`config.mk`:
```
export PLATFORM = sky130hd
export DESIGN_NAME = piece_scheduler
export DESIGN_NICKNAME = d
export VERILOG_FILES = /design/src/rtl/starboy_pkg.sv /design/src/rtl/bag_generator.sv /design/src/rtl/piece_scheduler.sv
export SDC_FILE = /design/constraint.sdc
export NUM_CORES = 1
export LEC_CHECK = 0
export BUFFER_PORTS_ARGS = -buffer_cell sky130_fd_sc_hd__clkbuf_2
export CORE_ASPECT_RATIO = 1.5
export CORE_UTILIZATION = 55
export CTS_CLUSTER_SIZE = 12
export DETAILED_ROUTE_END_ITERATION = 8
export PLACE_DENSITY = 0.77
export SLEW_MARGIN = 20
export SYNTH_ARGS = -nofsm -noshare
export SYNTH_HDL_FRONTEND = slang
export SYNTH_SLANG_ARGS = --single-unit
export TNS_END_PERCENT = 10
```
`constraint.sdc`:
```
create_clock -name clk -period 3 [get_ports clk]
set_clock_uncertainty 0.15 [all_clocks]
set_input_delay 0.45 -clock clk [delete_from_list [all_inputs] [get_ports clk]]
set_output_delay 0.45 -clock clk [all_outputs]
set_load 0.005 [all_outputs]
```
`src/rtl/starboy_pkg.sv`:
```
// Shared types and helpers for the piece scheduler.
// block_t enumerates the seven playable pieces; LFSR_TAPS is the feedback
// mask of the right-shifting 8-bit Galois LFSR used by the bag randomiser.
package starboy_pkg;

  typedef enum logic [2:0] {
    BLOCK_L     = 3'd0,
    BLOCK_J     = 3'd1,
    BLOCK_I     = 3'd2,
    BLOCK_O     = 3'd3,
    BLOCK_T     = 3'd4,
    BLOCK_Z     = 3'd5,
    BLOCK_STEPS = 3'd6
  } block_t;

  localparam int         NUM_BLOCKS = 7;
  localparam logic [7:0] LFSR_TAPS  = 8'hB8;

  // One LFSR step: shift right, fold the taps back in when a 1 falls out.
  function automatic logic [7:0] lfsr_next(input logic [7:0] v);
    logic [7:0] n;
    if (v[0]) begin
      n = (v >> 1) ^ LFSR_TAPS;
    end else begin
      n = v >> 1;
    end
    return n;
  endfunction

  // Number of set bits in a bag mask (0..7).
  function automatic logic [2:0] popcount7(input logic [6:0] m);
    logic [2:0] cnt;
    cnt = 3'd0;
    for (int i = 0; i < NUM_BLOCKS; i++) begin
      cnt = cnt + {2'b00, m[i]};
    end
    return cnt;
  endfunction

  // First type not yet used in the bag, scanning cand, cand+1, ... mod 7.
  // The caller guarantees at least one clear bit, so the scan always hits.
  function automatic logic [2:0] first_free(input logic [6:0] mask,
                                            input logic [2:0] cand);
    logic [2:0] idx;
    logic [2:0] res;
    logic       found;
    idx   = cand;
    res   = cand;
    found = 1'b0;
    for (int k = 0; k < NUM_BLOCKS; k++) begin
      if (!found && !mask[idx]) begin
        res   = idx;
        found = 1'b1;
      end else begin
        res   = res;
      end
      if (idx == 3'd6) begin
        idx = 3'd0;
      end else begin
        idx = idx + 3'd1;
      end
    end
    return res;
  endfunction

endpackage

```
`src/rtl/bag_generator.sv`:
```
// 7-bag randomiser.
// Holds the LFSR and the used-type mask. o_piece is the piece that would be
// generated this cycle; when i_gen_en is high the mask records it and the
// LFSR steps. The LFSR only moves on generate, so the piece order depends on
// nothing but the seed.
// Ports:
//   clk, rst_i        clock, async active-high reset
//   i_gen_en          consume o_piece this cycle
//   o_piece           next piece of the current bag
//   o_bag_remaining   types not yet generated in the current bag (0..7)
module bag_generator
  import starboy_pkg::*;
#(
  parameter logic [7:0] LFSR_SEED = 8'hA5
) (
  input  logic       clk,
  input  logic       rst_i,
  input  logic       i_gen_en,
  output logic [2:0] o_piece,
  output logic [2:0] o_bag_remaining
);

  logic [7:0]            r_lfsr;
  logic [NUM_BLOCKS-1:0] r_mask;
  logic [2:0]            w_cand;
  logic [NUM_BLOCKS-1:0] w_mask_set;

  // Candidate from the LFSR low bits (7 folds onto 0), then the wrap scan.
  always_comb begin
    if (r_lfsr[2:0] == 3'd7) begin
      w_cand = 3'd0;
    end else begin
      w_cand = r_lfsr[2:0];
    end
    o_piece    = first_free(r_mask, w_cand);
    w_mask_set = r_mask | (7'd1 << o_piece);
  end

  // LFSR and bag mask; a completed bag clears on the same edge.
  always_ff @(posedge clk or posedge rst_i) begin
    if (rst_i) begin
      r_lfsr <= LFSR_SEED;
      r_mask <= {NUM_BLOCKS{1'b0}};
    end else if (i_gen_en) begin
      r_lfsr <= lfsr_next(r_lfsr);
      r_mask <= (&w_mask_set) ? {NUM_BLOCKS{1'b0}} : w_mask_set;
    end
  end

  assign o_bag_remaining = 3'd7 - popcount7(r_mask);

endmodule

```
`src/rtl/piece_scheduler.sv`:
```
// Chooses the next piece to spawn and hands it to the game FSM.
// Auto mode pops the head of a preview queue that the bag generator keeps
// topped up; manual mode issues the button-driven selection instead.
// Ports:
//   clk, rst_i        clock, async active-high reset
//   button_i          debounced select button (rising edge advances select_o)
//   manual_i          1 = manual pick, 0 = auto bag (sampled in issue cycle)
//   spawn_req_i       level request for the next piece
//   spawn_ack_o       1-cycle pulse, spawn_block_o valid with it
//   spawn_block_o     issued piece
//   preview_o         queue contents, [2:0] = head
//   preview_valid_o   queue full
//   select_o          current manual selection
//   bag_remaining_o   types left in the current bag
module piece_scheduler
  import starboy_pkg::*;
#(
  parameter int         PREVIEW_DEPTH = 3,
  parameter logic [7:0] LFSR_SEED     = 8'hA5
) (
  input  logic                       clk,
  input  logic                       rst_i,
  input  logic                       button_i,
  input  logic                       manual_i,
  input  logic                       spawn_req_i,
  output logic                       spawn_ack_o,
  output logic [2:0]                 spawn_block_o,
  output logic [3*PREVIEW_DEPTH-1:0] preview_o,
  output logic                       preview_valid_o,
  output logic [2:0]                 select_o,
  output logic [2:0]                 bag_remaining_o
);

  logic [2:0] r_q [PREVIEW_DEPTH];
  logic [2:0] r_count;
  logic       r_ack;
  logic [2:0] r_spawn;
  logic [2:0] r_select;
  logic       r_btn_prev;

  logic       w_gen_en;
  logic       w_issue;
  logic       w_pop;
  logic [2:0] w_piece;
  logic [2:0] w_tail;
  logic [2:0] w_count_nxt;
  logic [2:0] w_shift [PREVIEW_DEPTH];
  logic [2:0] w_q_nxt [PREVIEW_DEPTH];

  bag_generator #(
    .LFSR_SEED (LFSR_SEED)
  ) u_bag (
    .clk             (clk),
    .rst_i           (rst_i),
    .i_gen_en        (w_gen_en),
    .o_piece         (w_piece),
    .o_bag_remaining (bag_remaining_o)
  );

  // Generate whenever there is room, even on a pop edge; issue only when
  // not already acking so a held request acks every other cycle.
  always_comb begin
    w_gen_en = (r_count < 3'(PREVIEW_DEPTH));
    w_issue  = spawn_req_i && !r_ack && (manual_i || (r_count != 3'd0));
    w_pop    = w_issue && !manual_i;
  end

  // Next queue contents: optional shift, then tail push at the post-pop slot.
  always_comb begin
    w_shift[PREVIEW_DEPTH-1] = 3'd0;
    for (int i = 0; i < PREVIEW_DEPTH - 1; i++) begin
      w_shift[i] = r_q[i+1];
    end
    if (w_pop) begin
      w_tail = r_count - 3'd1;
    end else begin
      w_tail = r_count;
    end
    for (int i = 0; i < PREVIEW_DEPTH; i++) begin
      if (w_gen_en && (3'(i) == w_tail)) begin
        w_q_nxt[i] = w_piece;
      end else if (w_pop) begin
        w_q_nxt[i] = w_shift[i];
      end else begin
        w_q_nxt[i] = r_q[i];
      end
    end
    case ({w_pop, w_gen_en})
      2'b10:   w_count_nxt = r_count - 3'd1;
      2'b01:   w_count_nxt = r_count + 3'd1;
      default: w_count_nxt = r_count;
    endcase
  end

  // Queue, handshake and manual selection state.
  always_ff @(posedge clk or posedge rst_i) begin
    if (rst_i) begin
      for (int i = 0; i < PREVIEW_DEPTH; i++) begin
        r_q[i] <= 3'd0;
      end
      r_count    <= 3'd0;
      r_ack      <= 1'b0;
      r_spawn    <= BLOCK_L;
      r_select   <= BLOCK_L;
      r_btn_prev <= 1'b0;
    end else begin
      r_q        <= w_q_nxt;
      r_count    <= w_count_nxt;
      r_ack      <= w_issue;
      r_btn_prev <= button_i;
      if (w_issue) begin
        // r_select is still the pre-increment value on a same-cycle press.
        r_spawn <= manual_i ? r_select : r_q[0];
      end
      if (button_i && !r_btn_prev) begin
        r_select <= (r_select == 3'd6) ? 3'd0 : (r_select + 3'd1);
      end
    end
  end

  // Flatten the queue for the preview port, head in the low bits.
  always_comb begin
    preview_o = {(3*PREVIEW_DEPTH){1'b0}};
    for (int i = 0; i < PREVIEW_DEPTH; i++) begin
      preview_o[3*i +: 3] = r_q[i];
    end
  end

  assign preview_valid_o = (r_count == 3'(PREVIEW_DEPTH));
  assign spawn_ack_o     = r_ack;
  assign spawn_block_o   = r_spawn;
  assign select_o        = r_select;

endmodule

```
==> run metrics, run 1 <==
status=finished, violations left; violated checks=setup timing; simple-gate share of the synthesized area=0.210; grt ovf=0; CP Class=reg2reg; clock buffer depth=2; nets=467; layout cells sized above 1=0.411; multiplexer area fraction after synthesis=0.0553; GRT Total Usage=0.341; Slew Viols, Final=0; DRT iter0 DRCs=285; Ports=25; Port Buffers=24; First-pass DRT Iterations=5; top cells by area, synth=dfrtp_1, a21oi_1, ha_1; Rel. slew slack=0.512; commonest non-fill, non-tap cell in the layout=buf_4; XOR/XNOR Fraction of Synth Area=0.0201; clock sink count=35; Crit path required time=3.02 ns; DR DRC count=0; vias=3231; DIE HEIGHT=93.3 µm; main combinational cell family by area after synthesis=compound AO/OA/AOI/OAI gates; placed cells=497; Syn Area/Cell=8.68 µm²; HPWL Detailed=6720 µm; vias in the first global route=3342; Adder-Cell Fraction of Synth Area=0.0581; class of the worst hold path=in2async; Hold Slack=0.0666 ns; Synth cell types=79; Synth Instances=352; Worst-Skew Late Latency=0.30 ns; placed instance area=3680 µm²; crit start category=flip-flop; GRT met1 Usage=0.334; WL/cell=18.7 µm; synthesized flop and latch total=35; Syn. warnings=0; fin cells=518; root buf cell=clkbuf_8; CTS Buf Count=5; final setup vio count=15; post-route ant nets=0; Setup WS post-layout=-0.561 ns; unrepaired setup endpoints after global routing=yes; fin crit period=3.56 ns; Post-Synthesis Cell Area=3060 µm²; largest area contributor in the netlist=dfrtp_1; Top FF cell, synth=dfrtp_1; post-route cell area=4140 µm²; Synth Net Count=370; met2 usage=0.628; die area=5870 µm²; H-tree levels=2; Vias/cell=6.24; pre-CTS setup slack=-0.562 ns; crit-path max FO=8; met3 Use GR=0.0280; GR peak layer=met2; row count=32; area grow syn2layout=35.6%; initial antenna violation count=0; Slew @ Worst Pin=0.728 ns; Tcrit/Tclk final=1.19; CTS tree=yes; Synth Area in Compound Gates=0.292; first-pass GRT wire length=15400 µm; EDFF count, synth=0; post-synthesis sequential area ratio=0.288; largest net degree at the start of global routing=36; Crit. End Element=flip-flop; Yosys top cell area share=0.254; max_cap viols=0; WP data arrival=3.58 ns; global placement routability congestion=1.05; Ant. Diodes=0; Fin. Hold Viols=0; Initial Util=0.583; Die W=62.9 µm; final wirelength=9700 µm; commonest non-fill, non-tap cells in the layout=buf_4, nand2_1, dfrtp_1, a21oi_1, nor2_1; Max Fclk=0.281 GHz; fraction of registers with async set/reset=1.00; Clock Pin Slew Worst Setup and Hold Paths=0.09 ns; Core Box Area=5250 µm²
worst max-delay path, stage by stage, from the launching register on:
cell and delay (ns):
dfstp_2 0.64, buf_4 0.14, buf_4 0.10, nor2_1 0.05
o21a_1 0.14, or4_4 0.56, nand2_8 0.11, a2111oi_4 0.06
buf_4 0.17, o31a_4 0.35, or3b_4 0.38, a311oi_4 0.43
a31oi_2 0.15
layout make-up:
class / count / area [µm²]
flip-flops and latches: 35 / 881
fillers: 359 / 1100
well taps: 68 / 85.1
multi-input cells: 275 / 2170
repair buffers: 114 / 830
inverters: 18 / 67.6
clock buffers: 5 / 68.8
clock inverters: 3 / 43.8
repair_timing:
item / 4_1_cts / 5_1_grt
pin swaps: 14 / 17
resized for setup: 31 / 19
setup buffers: 9 / 4
gates cloned: 1 / 0
endpoints found under the setup margin: 15 / 18
hold buffers: 0 / 0
cells by family after synthesis:
family	count (synthesis)
AOI/OAI and AO/OA	121
muxes	15
DFF	35
and+or+nand+nor	118
xor gates and xnor gates	7
adders and majority gates	13
buffers and inverters	43
flip-flops by register name, summed over array words and instances, names as in the netlist:
name,flops
u_bag.r_mask,7
spawn_ack_o,1
spawn_block_o,3
u_bag.r_lfsr,8
select_o,3
r_btn_prev,1
preview_o,9
r_count,3
synth_stat cells, types with 3 or more instances:
| cell | n |
|---|---|
| a211oi_1 | 7 |
| a21o_1 | 3 |
| a21oi_1 | 33 |
| a22oi_1 | 3 |
| a2bb2oi_1 | 5 |
| a31oi_1 | 12 |
| and2_1 | 6 |
| buf_2 | 9 |
| buf_6 | 5 |
| clkbuf_1 | 5 |
| dfrtp_1 | 31 |
| dfstp_2 | 4 |
| ha_1 | 11 |
| inv_1 | 17 |
| mux2i_1 | 12 |
| nand2_1 | 32 |
| nand2b_1 | 5 |
| nor2_1 | 29 |
| nor2b_1 | 8 |
| nor3_1 | 3 |
| o21a_1 | 3 |
| o21ai_0 | 18 |
| o21ai_1 | 4 |
| o22a_1 | 3 |
| o31ai_1 | 3 |
| or2_2 | 3 |
| or3_1 | 4 |
| xnor2_1 | 6 |
routing by layer:
layer	routed length [µm]	vias up	part of all wire
met1	3450	1532	0.36
met4	710	0	0.073
met3	414	60	0.043
li1	-	1483	-
met2	5130	156	0.53
met5	0	-	0
path summary, 6_finish.rpt:
path | endpoint | startpoint | slack (ns) | depth (start not counted)
max | u_bag.r_mask[5] | u_bag.r_lfsr[0] | -0.56 | 12
min | u_bag.r_lfsr[1] | rst_i | 0.07 | 3
max reg2reg | u_bag.r_mask[5] | u_bag.r_lfsr[0] | -0.56 | 12
min reg2reg | u_bag.r_lfsr[7] | u_bag.r_lfsr[7] | 0.34 | 2
max in group asynchronous | u_bag.r_lfsr[5] | rst_i | 2.27 | 3
min in group clk | r_btn_prev | button_i | 0.15 | 1
through the flow:
step                TNS (ns)  utilization
global route           -7.21        0.790
floorplan              -1.65            -
global placement       -3.33        0.702
detailed placement     -3.87        0.702
finish                 -5.08        0.790
CTS                    -4.34        0.768
Power of run 1 is left out: the tool's default activity adds up to more than one toggle a clock period on the data nets, which glitch-free logic cannot reach.
==> inputs of run 2 (changes only) <==
--- a/config.mk
+++ b/config.mk
@@ -10,6 +10,7 @@
 export CORE_UTILIZATION = 55
 export CTS_CLUSTER_SIZE = 12
 export DETAILED_ROUTE_END_ITERATION = 8
+export GPL_TIMING_DRIVEN = 0
 export PLACE_DENSITY = 0.77
 export SLEW_MARGIN = 20
 export SYNTH_ARGS = -nofsm -noshare
==> run metrics, run 2 (synthesis gave the netlist of run 1 again) <==
CP most frequent cell=buf_6; global placement routability congestion=0.986 (-5.7%); max reg flops=9 (unchanged); first-pass GRT wire length=14000 µm (-9.0%); Initial Util=0.583 (unchanged); DR DRC count=0 (unchanged); Rel. slew slack=0.516 (+0.00439); CTS Hold Buffers Added=0 (unchanged); root buf cell=clkbuf_8; Setup crit end=u_bag.r_mask[0]; H-tree levels=2 (unchanged); Setup TNS=-4.40 ns (+0.674 ns); class of the worst hold path=in2async; Crit path depth=12 (unchanged); fin crit period=3.59 ns (+0.0306 ns); Reg2Reg Setup Slack=-0.59 ns (-0.03 ns); GRT Total Usage=0.305 (-0.0353); Core Box Area=5250 µm² (unchanged); DRT iter0 DRCs=199 (-30%); area grow syn2layout=20.1%; slowest CP cell=or4_4; CP peak stage delay=0.61 ns (-0.03 ns); Worst-Skew Late Latency=0.29 ns (about the same); crit start category=flip-flop; WP data arrival=3.61 ns (+0.03 ns); Crit path required time=3.01 ns (about the same); initial antenna violation count=0 (unchanged); CTS tree=yes; violated checks=setup timing; clock sink count=35 (unchanged); commonest non-fill, non-tap cell in the layout=nand2_1; Vias/cell=6.44 (+3.2%); First-pass DRT Iterations=5 (unchanged); CTS Buf Count=5 (unchanged); Port Buffers=23 (-4.2%); vias in the first global route=2970 (-11%); Crit. End Element=flip-flop; CP Cell Sequence=buf_6 > buf_6 > and2b_2 > or4_4 > nand2_8 > or4_4 > a221oi_2 > o31a_4 > or3b_4 > a311oi_4 > buf_6 > a31oi_2; grt ovf=0 (unchanged); HPWL Detailed=5720 µm (-15%); Ports=25 (unchanged); clock buffer depth=2 (unchanged); Tcrit/Tclk final=1.20 (+0.0102); CP Launch Point=u_bag.r_lfsr[2]; CP top delay family=simple AND/OR/NAND/NOR gates; R2R depth=12 (unchanged); commonest non-fill, non-tap cells in the layout=nand2_1, a21oi_1, dfrtp_1, nor2_1, clkbuf_2; die area=5870 µm² (unchanged); Die W=62.9 µm (unchanged); nets=413 (-12%); row count=32 (unchanged); Reg-to-Reg Start=u_bag.r_lfsr[2]; DIE HEIGHT=93.3 µm (unchanged); Clock Pin Slew Worst Setup and Hold Paths=0.07 ns (-0.02 ns); unrepaired setup endpoints after global routing=yes; Crit Reg-Reg Endpoint=u_bag.r_mask[0]; CP Class=reg2reg; largest net degree at the start of global routing=36 (unchanged); Setup WS post-layout=-0.592 ns (-0.0306 ns); status=finished, violations left; Max Fclk=0.278 GHz (-0.85%); WP buf/inv=3 (unchanged); WL/cell=18.1 µm (-3.1%); max_cap viols=0 (unchanged); Slew @ Worst Pin=0.721 ns (-0.00654 ns); final wirelength=8420 µm (-13%); Ant. Diodes=0 (unchanged); layout cells sized above 1=0.313 (-0.0980); Fin. Hold Viols=0 (unchanged); vias=2987 (-7.6%); final setup vio count=9 (-6); post-route ant nets=0 (unchanged); Slew Viols, Final=0 (unchanged); crit-path max FO=7 (-1)
run 2: how the worst min path moves through the flow:
stage,from,to,slack (ns),depth (start not counted)
6_report,rst_i,select_o[2],0.1,2
5_1_grt,button_i,r_btn_prev,0.15,1
4_1_cts,rst_i,select_o[2],0.13,2
3_5_place_dp,u_bag.r_lfsr[7],u_bag.r_lfsr[7],0.32,2
3_3_place_gp,u_bag.r_lfsr[7],u_bag.r_lfsr[7],0.32,2
2_1_floorplan,u_bag.r_lfsr[3],u_bag.r_lfsr[2],0.30,2
run 2: what timing repair did:
action                                  in CTS  in global routing
buffers inserted                            12                  1
resized for setup                           32                 15
pin swaps                                   11                  3
endpoints found under the setup margin      20                 21
run 2: cell type report:
type | instances | area [µm²]
multi-input combinational | 274 | 2100
fill | 405 | 1570
sequential | 35 | 882
timing repair buffer | 36 | 233
buffer | 25 | 191
tap | 68 | 85.1
clock buffer | 6 | 82.6
inverter | 18 | 67.6
clock inverter | 2 | 35.0
run 2: routing by layer:
layer / wire length, µm / share of wire / vias to the layer above / global-route usage
met3: 318 / 0.038 / 43 / 0.0220
li1: - / - / 1372 / -
met5: 0 / 0 / - / 0
met2: 4310 / 0.51 / 120 / 0.550
met1: 3270 / 0.39 / 1452 / 0.334
met4: 520 / 0.062 / 0 / 0.217
run 2: metrics by stage:
stage	area, µm²	hold WS [ns]	instances	util	setup WS, ns
after floorplan	3060	0.304	352	-	-0.236
after global placement	3260	0.321	443	0.621	-0.889
after detailed placement	3260	0.323	443	0.621	-0.929
after CTS	3600	0.128	463	0.686	-0.523
after global routing	3670	0.148	464	0.700	-0.694
final	3670	0.0966	464	0.700	-0.592
Power of run 2 is left out for the same reason.
